## config.mk

```make
export PLATFORM = sky130hd
export DESIGN_NAME = uart_tx_arbiter
export DESIGN_NICKNAME = d
export VERILOG_FILES = /design/src/rtl/uart_tx_arbiter.sv
export SDC_FILE = /design/constraint.sdc
export NUM_CORES = 1
export LEC_CHECK = 0
export ABC_AREA = 1
export ABC_CLOCK_PERIOD_IN_PS = 3400
export CAP_MARGIN = 20
export CORE_MARGIN = 2
export CORE_UTILIZATION = 65
export DETAILED_ROUTE_END_ITERATION = 10
export DONT_BUFFER_PORTS = 1
export PLACE_DENSITY = 0.81
export RECOVER_POWER = 50
export SKIP_LAST_GASP = 1
export SYNTH_ARGS = -nofsm -noshare
export SYNTH_HDL_FRONTEND = slang
export SYNTH_SLANG_ARGS = --single-unit
```

## constraint.sdc

```tcl
create_clock -name clk -period 3.4 [get_ports clk]
set_input_delay 0.68 -clock clk [delete_from_list [all_inputs] [get_ports clk]]
set_output_delay 0.68 -clock clk [all_outputs]
set_load 0.05 [all_outputs]
```

## src/rtl/uart_tx_arbiter.sv

```systemverilog
// uart_tx_arbiter
//   Shares one uart_tx transmitter between a control requester (single bytes,
//   e.g. the 0xAA loader handshake) and a program-output path buffered in an
//   internal ring FIFO. Each launch is a one-cycle tx_start pulse followed by a
//   wait for the transmitter's busy window to close. The control path has
//   fixed priority over the FIFO.
//
//   Ports
//     clk, rstn              clock (rising edge), async active-low reset
//     push_valid/data/ready  program byte into the FIFO (ready = not full)
//     tx_en                  1: FIFO may drain, 0: FIFO held
//     ctl_req/data/ack       control byte request, held until the ack pulse
//     tx_data/tx_start       byte and launch pulse towards uart_tx
//     tx_busy                uart_tx busy, ignored for START_LAT cycles after launch
//     fifo_count             bytes currently buffered (0..DEPTH)
//     idle                   FSM idle and FIFO empty
module uart_tx_arbiter #(
  parameter int unsigned ADDR_W    = 4,
  parameter int unsigned START_LAT = 2
) (
  input  logic              clk,
  input  logic              rstn,
  input  logic              push_valid,
  input  logic [7:0]        push_data,
  output logic              push_ready,
  input  logic              tx_en,
  input  logic              ctl_req,
  input  logic [7:0]        ctl_data,
  output logic              ctl_ack,
  output logic [7:0]        tx_data,
  output logic              tx_start,
  input  logic              tx_busy,
  output logic [ADDR_W:0]   fifo_count,
  output logic              idle
);

  localparam int unsigned DEPTH   = 1 << ADDR_W;
  localparam int unsigned CNT_FW  = ADDR_W + 1;
  // Launch-latency counter only has to reach START_LAT-1.
  localparam int unsigned LAT_W   = (START_LAT > 1) ? $clog2(START_LAT) : 1;
  localparam logic [LAT_W-1:0]  LAT_LAST = LAT_W'(START_LAT - 1);
  localparam logic [CNT_FW-1:0] FULL_CNT = CNT_FW'(DEPTH);

  typedef enum logic [1:0] {
    ST_IDLE  = 2'd0,
    ST_ARM   = 2'd1,
    ST_DRAIN = 2'd2
  } state_e;

  state_e              state_q, state_d;
  logic [LAT_W-1:0]    lat_q, lat_d;
  logic [ADDR_W-1:0]   rd_ptr_q, rd_ptr_d;
  logic [ADDR_W-1:0]   wr_ptr_q, wr_ptr_d;
  logic [CNT_FW-1:0]   count_q, count_d;
  logic [7:0]          tx_data_q, tx_data_d;
  logic                tx_start_q, tx_start_d;
  logic                ctl_ack_q, ctl_ack_d;
  logic                push_ready_q, push_ready_d;
  logic                idle_q, idle_d;
  logic [7:0]          mem_q [DEPTH];

  logic                push_fire_c;
  logic                pop_c;

  // Acceptance uses the registered ready, so a full FIFO refuses even when popping.
  assign push_fire_c = push_valid && push_ready_q;

  // FIFO storage; no reset, entries are only read when counted as valid.
  always_ff @(posedge clk) begin
    if (push_fire_c) begin
      mem_q[wr_ptr_q] <= push_data;
    end
  end

  // Write pointer and occupancy.
  always_comb begin
    wr_ptr_d = wr_ptr_q;
    count_d  = count_q;
    if (push_fire_c) begin
      wr_ptr_d = wr_ptr_q + ADDR_W'(1);
    end
    case ({push_fire_c, pop_c})
      2'b10:   count_d = count_q + CNT_FW'(1);
      2'b01:   count_d = count_q - CNT_FW'(1);
      default: count_d = count_q;
    endcase
  end

  // Launch sequencer: pick a source in IDLE, blind ARM window, then wait for !tx_busy.
  always_comb begin
    state_d    = state_q;
    lat_d      = lat_q;
    rd_ptr_d   = rd_ptr_q;
    tx_data_d  = tx_data_q;
    tx_start_d = 1'b0;
    ctl_ack_d  = 1'b0;
    pop_c      = 1'b0;

    case (state_q)
      ST_IDLE: begin
        if (ctl_req) begin
          tx_data_d  = ctl_data;
          tx_start_d = 1'b1;
          ctl_ack_d  = 1'b1;
          lat_d      = '0;
          state_d    = ST_ARM;
        end else if (tx_en && (count_q != '0)) begin
          tx_data_d  = mem_q[rd_ptr_q];
          rd_ptr_d   = rd_ptr_q + ADDR_W'(1);
          pop_c      = 1'b1;
          tx_start_d = 1'b1;
          lat_d      = '0;
          state_d    = ST_ARM;
        end
      end

      // tx_busy may not have risen yet, so it is not looked at here.
      ST_ARM: begin
        if (lat_q == LAT_LAST) begin
          state_d = ST_DRAIN;
        end else begin
          lat_d = lat_q + LAT_W'(1);
        end
      end

      ST_DRAIN: begin
        if (!tx_busy) begin
          state_d = ST_IDLE;
        end
      end

      default: begin
        state_d = ST_IDLE;
      end
    endcase

    push_ready_d = (count_d != FULL_CNT);
    idle_d       = (state_d == ST_IDLE) && (count_d == '0);
  end

  // State and output registers.
  always_ff @(posedge clk or negedge rstn) begin
    if (!rstn) begin
      state_q      <= ST_IDLE;
      lat_q        <= '0;
      rd_ptr_q     <= '0;
      wr_ptr_q     <= '0;
      count_q      <= '0;
      tx_data_q    <= '0;
      tx_start_q   <= 1'b0;
      ctl_ack_q    <= 1'b0;
      push_ready_q <= 1'b1;
      idle_q       <= 1'b1;
    end else begin
      state_q      <= state_d;
      lat_q        <= lat_d;
      rd_ptr_q     <= rd_ptr_d;
      wr_ptr_q     <= wr_ptr_d;
      count_q      <= count_d;
      tx_data_q    <= tx_data_d;
      tx_start_q   <= tx_start_d;
      ctl_ack_q    <= ctl_ack_d;
      push_ready_q <= push_ready_d;
      idle_q       <= idle_d;
    end
  end

  assign push_ready = push_ready_q;
  assign ctl_ack    = ctl_ack_q;
  assign tx_data    = tx_data_q;
  assign tx_start   = tx_start_q;
  assign fifo_count = count_q;
  assign idle       = idle_q;

endmodule

```

==> results of run 1 <==
==> placed cells by master, fill, tap and decap left out, types with 7 or more instances in the layout <==
| cell | count |
|---|---|
| edfxtp_1 | 128 |
| inv_1 | 20 |
| o22ai_1 | 11 |
| nor2_1 | 88 |
| a21oi_1 | 10 |
| nand3_1 | 22 |
| clkbuf_16 | 16 |
| nand2_1 | 48 |
| ha_1 | 7 |
| o221ai_1 | 17 |
| dfrtp_1 | 26 |
| o21ai_0 | 70 |
| o211ai_1 | 19 |
==> per-layer routing <==
metal  routed length, um  share of wire (%)
met3                1367                9.4
met2                7197                 50
met1                5664                 39
met5                   0                  0
met4                 292                2.0
==> synth_stat cells, types with 7 or more instances <==
cell type | number | area (um2)
o211ai_1 | 19 | 142.6
buf_2 | 14 | 70.07
nand3_1 | 21 | 105.1
clkbuf_1 | 12 | 45.04
edfxtp_1 | 128 | 3844
o22ai_1 | 11 | 68.82
nand2_1 | 47 | 176.4
nor2_1 | 88 | 330.3
o21ai_0 | 70 | 350.3
dfrtp_1 | 26 | 650.6
o221ai_1 | 17 | 148.9
inv_1 | 19 | 71.32
a21oi_1 | 9 | 45.04
ha_1 | 7 | 87.58
==> what timing repair did <==
item,in CTS,in global routing
buffers inserted,0,0
hold buffers,2,0
hold endpoints to repair,28,0
==> worst register-to-register path, stage by stage, from the launching register on <==
cell	delay (ns)
dfstp_1	0.83
nand2_1	0.34
inv_1	0.33
nor2_4	0.10
nand2_1	0.08
nand2_2	0.07
ha_1	0.28
o21ai_0	0.17
inv_1	0.08
or2_1	0.24
nor2_4	0.12
nand3_1	0.09
nor2_1	0.11
==> cell families after synthesis <==
group	after synthesis	share of synthesized area (%)
and+or+nand+nor	175	12.21
adders and majority gates	7	1.342
DFF	156	69.67
buffers and inverters	53	3.393
AOI/OAI and AO/OA	134	12.31
xor gates and xnor gates	8	1.074
==> worst max-delay path by stage <==
| stage | endpoint | startpoint | cells after the start |
|---|---|---|---|
| CTS | idle | fifo_count[3] | 14 |
| global placement | idle | fifo_count[3] | 12 |
| floorplan | idle | ctl_req | 12 |
| finish | idle | push_ready | 12 |
| global route | idle | push_ready | 12 |
| detailed placement | idle | fifo_count[3] | 12 |
==> per-stage QoR <==
stage | cell area (um2) | hold slack [ns]
5_1_grt | 7284 | 0.2278
6_report | 7284 | 0.2475
2_1_floorplan | 6526 | 0.3844
4_1_cts | 7321 | 0.2324
3_5_place_dp | 6638 | 0.3849
3_3_place_gp | 6638 | 0.3852
==> power groups by stage <==
| stage | registers (mW) | logic, mW | clock network (mW) |
|---|---|---|---|
| global placement | 2.89 | 1.86 | 0 |
| global route | 2.89 | 2.20 | 2.16 |
| detailed placement | 2.90 | 1.93 | 0 |
| CTS | 2.86 | 1.99 | 2.07 |
| finish | 2.87 | 2.00 | 2.06 |
| floorplan | 2.85 | 1.47 | 0 |
==> area by class of cell <==
class,instances,area share [%]
Tap cell,133,2.284
Clock buffer,19,6.063
Clock inverter,13,2.903
Sequential cell,156,62.42
Inverter,25,1.288
Multi-Input combinational cell,324,23.91
Timing Repair Buffer,10,1.134
==> state kept, by name, indices dropped and copies added (netlist names), 2 cells and up <==
signal and flops:
fifo_count 5, mem_q 128, rd_ptr_q 4, state_q 2, tx_data 8, wr_ptr_q 4
==> flow_summary.yaml, run 1 <==
cells_and_area:
  drive_above_1_share_pct: 10.24
  multiInputGateArea_um2: 1742
  area_delta_synth_final_pct: 11.62
  nFillCells: 602
  n_antenna_cell: 0
  seqCellArea_um2: 4547
  utilization_pct: 74.53
  instances_no_fill: 680
  nets: 563
setup_path:
  crit_fanout: 8
  critPathTopFamily: "simple AND/OR/NAND/NOR gates"
  rr_endpoint: "idle"
  path_class: "flip-flop to flip-flop"
  critPathSlowestCell: "dfstp_1"
  r2r_cells: 12
  path_buf_inv: 2
  critPathMaxStageDelay_ns: 0.83
  start_kind: "flip-flop"
  r2r_slack_ns: 0.49
  required_ns: 3.86
  r2r_start: "push_ready"
  cp-end-kind: "flip-flop"
  worstPathArrival_ns: 3.37
  crit_chain: "nand2_1, inv_1, nor2_4, nand2_1, nand2_2, ha_1, o21ai_0, inv_1, or2_1, nor2_4, nand3_1, nor2_1"
pwr:
  p_leak_nw: 2.571
  clkPwrFrac_pct: 29.8
  seq_power_share_pct: 41.4
  ir_drop_v: 0.0004042
  total_power_mw: 6.931
  power_density_nw_per_um2: 951.5
  power.switching_mw: 2.635
  p_int_mw: 4.297
  power_frac_comb_pct: 28.9
  swShare_pct: 38.01
cts:
  cts_buffers: 17
  worstSkewPairLatency_ns: 0.53
  ctsHtreeMaxLevel: 4
  cts_resized: 0
  cts_buffer_depth: 2
  cts_tree: "built"
  cts_sinks: 156
  clockRootBuffer: "clkbuf_8"
  clk_pin_slew_worst_paths_ns: 0.07
die:
  start_util_pct: 66.77
  coreArea_um2: 9774
  dieWidth_um: 104.2
  dieArea_um2: 10860
  rows: 36
  ios: 39
  dieHeight_um: 104.2
worst_hold_path:
  whs_path_depth: 0
  hp-class: "input port to flip-flop"
  hold_start: "push_data[1]"
  min_to: "mem_q[7][1]"
detailed_routing:
  route.detailed.drc: 0
  vias: 4329
  wl_per_cell_um: 21.35
  drtIter0Drc: 634
  firstDrtPassIters: 5
  via_per_inst: 6.366
  antenna_left: 0
  drt_wl_total_um: 14520
timing:
  tns_ns: 0
  fmax_mhz: 343.3
  rsz0062_at_grt: "false"
  hold_violations: 0
  setup_ws_ns: 0.4873
  slew_headroom_pct: -2.985
  slew_viol_final: 29
  fin_crit_ns: 2.913
  clock_skew_ns: 0.007585
  setup_viol: 0
  worstMarginPinSlew_ns: 1.545
  timing.final.crit_share_pct: 85.67
place:
  post-place-ws_ns: 0.8834
  routabilityCongestion: 0.8904
  io_buffers: 0
  dp_hpwl_um: 8501
  dpl.cell_count: 646
global_routing:
  grt.met3_usage_pct: 7.206
  grt_start_max_net_pins: 67
  use_met2_pct: 45.39
  grt.met1_usage_pct: 36.67
  grt_pass1_vias: 4302
  grt_usage_pct: 27.96
  antenna_found_initial: 0
  grt.overflow.total: 0
  grt_pass1_wl_um: 22850
  grt-busiest-layer: "met2"
logic_synthesis:
  syn-mean-instance-area_um2: 12.24
  ys_types: 36
  ys.flop_type: "edfxtp_1"
  ys_ff_latch: 156
  synth_enable_flop_cells: 128
  seq_area_frac_synth_pct: 69.67
  async_reset_ff_share_pct: 17.95
  yosys_warnings: 0
  synthCells: 533
  syn-cell-area_um2: 6526
  syn_nets: 562
run:
  cap_viol_max_count: 1
run_status:
  status: "finished, violations left"
  violations: "capacitance limit, slew limit"
Power figures use the tool's default switching activity.
==> run 2: changes to the inputs <==
- GPL_TIMING_DRIVEN: unset -> 0
==> run 2 against run 1 <==
  * Setup slack worse by 0.076 ns
  * Wire length up 11%
  * Clock power down 17%
  * Clock skew up 0.0029 ns
  * Sequential power about the same
  * The run now ends clean
  * Global-route usage up 2.5 points
  * Critical path type unchanged
  * Core utilization down 0.51 points
  * Die area unchanged
  * Highest routed layer unchanged
  * Sequential share of layout area up 0.43 points
  * First-iteration DRC count down 4.6%
  * Largest cell class unchanged
  * Power down 2.9%
==> flow_summary.yaml, run 2 (synthesis results as in run 1) <==
run_status:
  status: "complete, no violations"
run:
  cap_viol_max_count: 0
timing:
  worstMarginPinSlew_ns: 1.476
  tns_ns: 0
  fin_crit_ns: 2.988
  clock_skew_ns: 0.01048
  slew_viol_final: 0
  slew_headroom_pct: 1.594
  setup_ws_ns: 0.4117
  setup_viol: 0
  hold_violations: 0
  fmax_mhz: 334.6
  rsz0062_at_grt: "false"
  timing.final.crit_share_pct: 87.89
setup_path:
  crit_chain: "nand2_1, inv_1, nand2_1, nor2_1"
  worstPathArrival_ns: 3.14
  path_class: "flip-flop to flip-flop"
  critPathMaxStageDelay_ns: 0.90
  cp_common_cell: "nand2_1"
  critPathSlowestCell: "nor2_1"
  crit_fanout: 8
  path_buf_inv: 1
  required_ns: 3.55
  start_kind: "flip-flop"
  critPathTopFamily: "simple AND/OR/NAND/NOR gates"
  cp-end-kind: "flip-flop"
die:
  dieWidth_um: 104.2
  ios: 39
  coreArea_um2: 9774
  dieHeight_um: 104.2
  start_util_pct: 66.77
  dieArea_um2: 10860
  rows: 36
place:
  routabilityCongestion: 0.9523
  io_buffers: 0
  post-place-ws_ns: 0.6941
  dp_hpwl_um: 9878
  dpl.cell_count: 668
cts:
  cts_buffers: 17
  cts_tree: "built"
  clk_pin_slew_worst_paths_ns: 0.06
  cts_sinks: 156
  cts_resized: 0
  cts_buffer_depth: 2
  ctsHoldBuffers: 2
  ctsHtreeMaxLevel: 4
  post_cts_buffers: 0
  worstSkewPairLatency_ns: 0.54
  clockRootBuffer: "clkbuf_8"
cells_and_area:
  largest_reg_flops: 128
  nets: 586
  top_register: "mem_q"
  layout_common_cells: "edfxtp_1, nor2_1, o21ai_0"
  seqCellArea_um2: 4547
  drive_above_1_share_pct: 11.09
  final_common_cell: "edfxtp_1"
  area_delta_synth_final_pct: 10.85
  multiInputGateArea_um2: 1742
  instances_no_fill: 701
  n_antenna_cell: 0
  nFillCells: 630
detailed_routing:
  vias: 4547
  firstDrtPassIters: 5
  drtIter0Drc: 605
  drt_wl_total_um: 16060
  antenna_left: 0
  wl_per_cell_um: 22.91
  via_per_inst: 6.486
  route.detailed.drc: 0
pwr:
  power_frac_comb_pct: 31.8
  p_leak_nw: 2.546
  power.switching_mw: 2.753
  clkPwrFrac_pct: 25.4
  swShare_pct: 40.89
  power_density_nw_per_um2: 930.6
  ir_drop_v: 0.0004441
  p_int_mw: 3.979
  seq_power_share_pct: 42.7
global_routing:
  grt_usage_pct: 30.46
  grt_pass1_wl_um: 24490
  antenna_found_initial: 0
  grt_start_max_net_pins: 29
  grt_pass1_vias: 4456
  grt.overflow.total: 0
worst_hold_path:
  hp-class: "input port to flip-flop"
-- run 2: cell types whose count changed in the layout (fill, tap and decap cells not counted), sizes merged --
cell / delta
bufinv: -4
clkbuf: +13
buf: +11
clkinvlp: +4
clkinv: -3
-- run 2: metal layers --
| metal | GRT usage, % | vias up | part of all wire (%) | routed length [um] |
|---|---|---|---|---|
| met5 | 0 | - | 0 | 0 |
| met4 | 13.13 | 0 | 2.6 | 421 |
| met3 | 10.28 | 43 | 12 | 1916 |
| met2 | 46.62 | 354 | 48 | 7676 |
| met1 | 40.23 | 2171 | 38 | 6045 |
| li1 | - | 1979 | - | - |
-- run 2: power by group through the flow --
stage	registers, mW	clock network (mW)	logic (mW)
floorplan	2.85	0	1.47
global placement	2.89	0	1.95
detailed placement	2.91	0	2.05
CTS	2.87	1.71	2.10
global route	2.90	1.78	2.33
finish	2.88	1.71	2.14
-- run 2: metrics by stage --
step	hold WS (ns)	util (%)	power [mW]	area (um2)
CTS	0.2253	74.23	6.684	7256
floorplan	0.3844	-	4.316	6526
global placement	0.3851	68.47	4.842	6693
global route	0.2277	74.01	7.010	7234
detailed placement	0.3850	68.60	4.961	6705
finish	0.2363	74.01	6.733	7234
-- run 2: worst paths after layout --
check                      cells after the start  slack, ns    startpoint           end
max                                            4       0.41    push_ready  mem_q[14][0]
min                                            0       0.24  push_data[7]  mem_q[13][7]
max reg2reg                                    4       0.41    push_ready  mem_q[14][0]
min reg2reg                                    1       0.49         lat_q    state_q[0]
max in group asynchronous                      2       1.49          rstn   rd_ptr_q[0]
min in group asynchronous                      2       1.04          rstn    state_q[1]
-- run 2: cell type report --
| type | count | share of cell area (%) |
|---|---|---|
| flip-flops and latches | 156 | 62.85 |
| multi-input cells | 324 | 24.07 |
| clock buffers | 20 | 5.880 |
| well taps | 133 | 2.300 |
| plain buffers | 28 | 1.764 |
| clock inverters | 10 | 1.314 |
| inverters | 25 | 1.297 |
| repair buffers | 5 | 0.5189 |
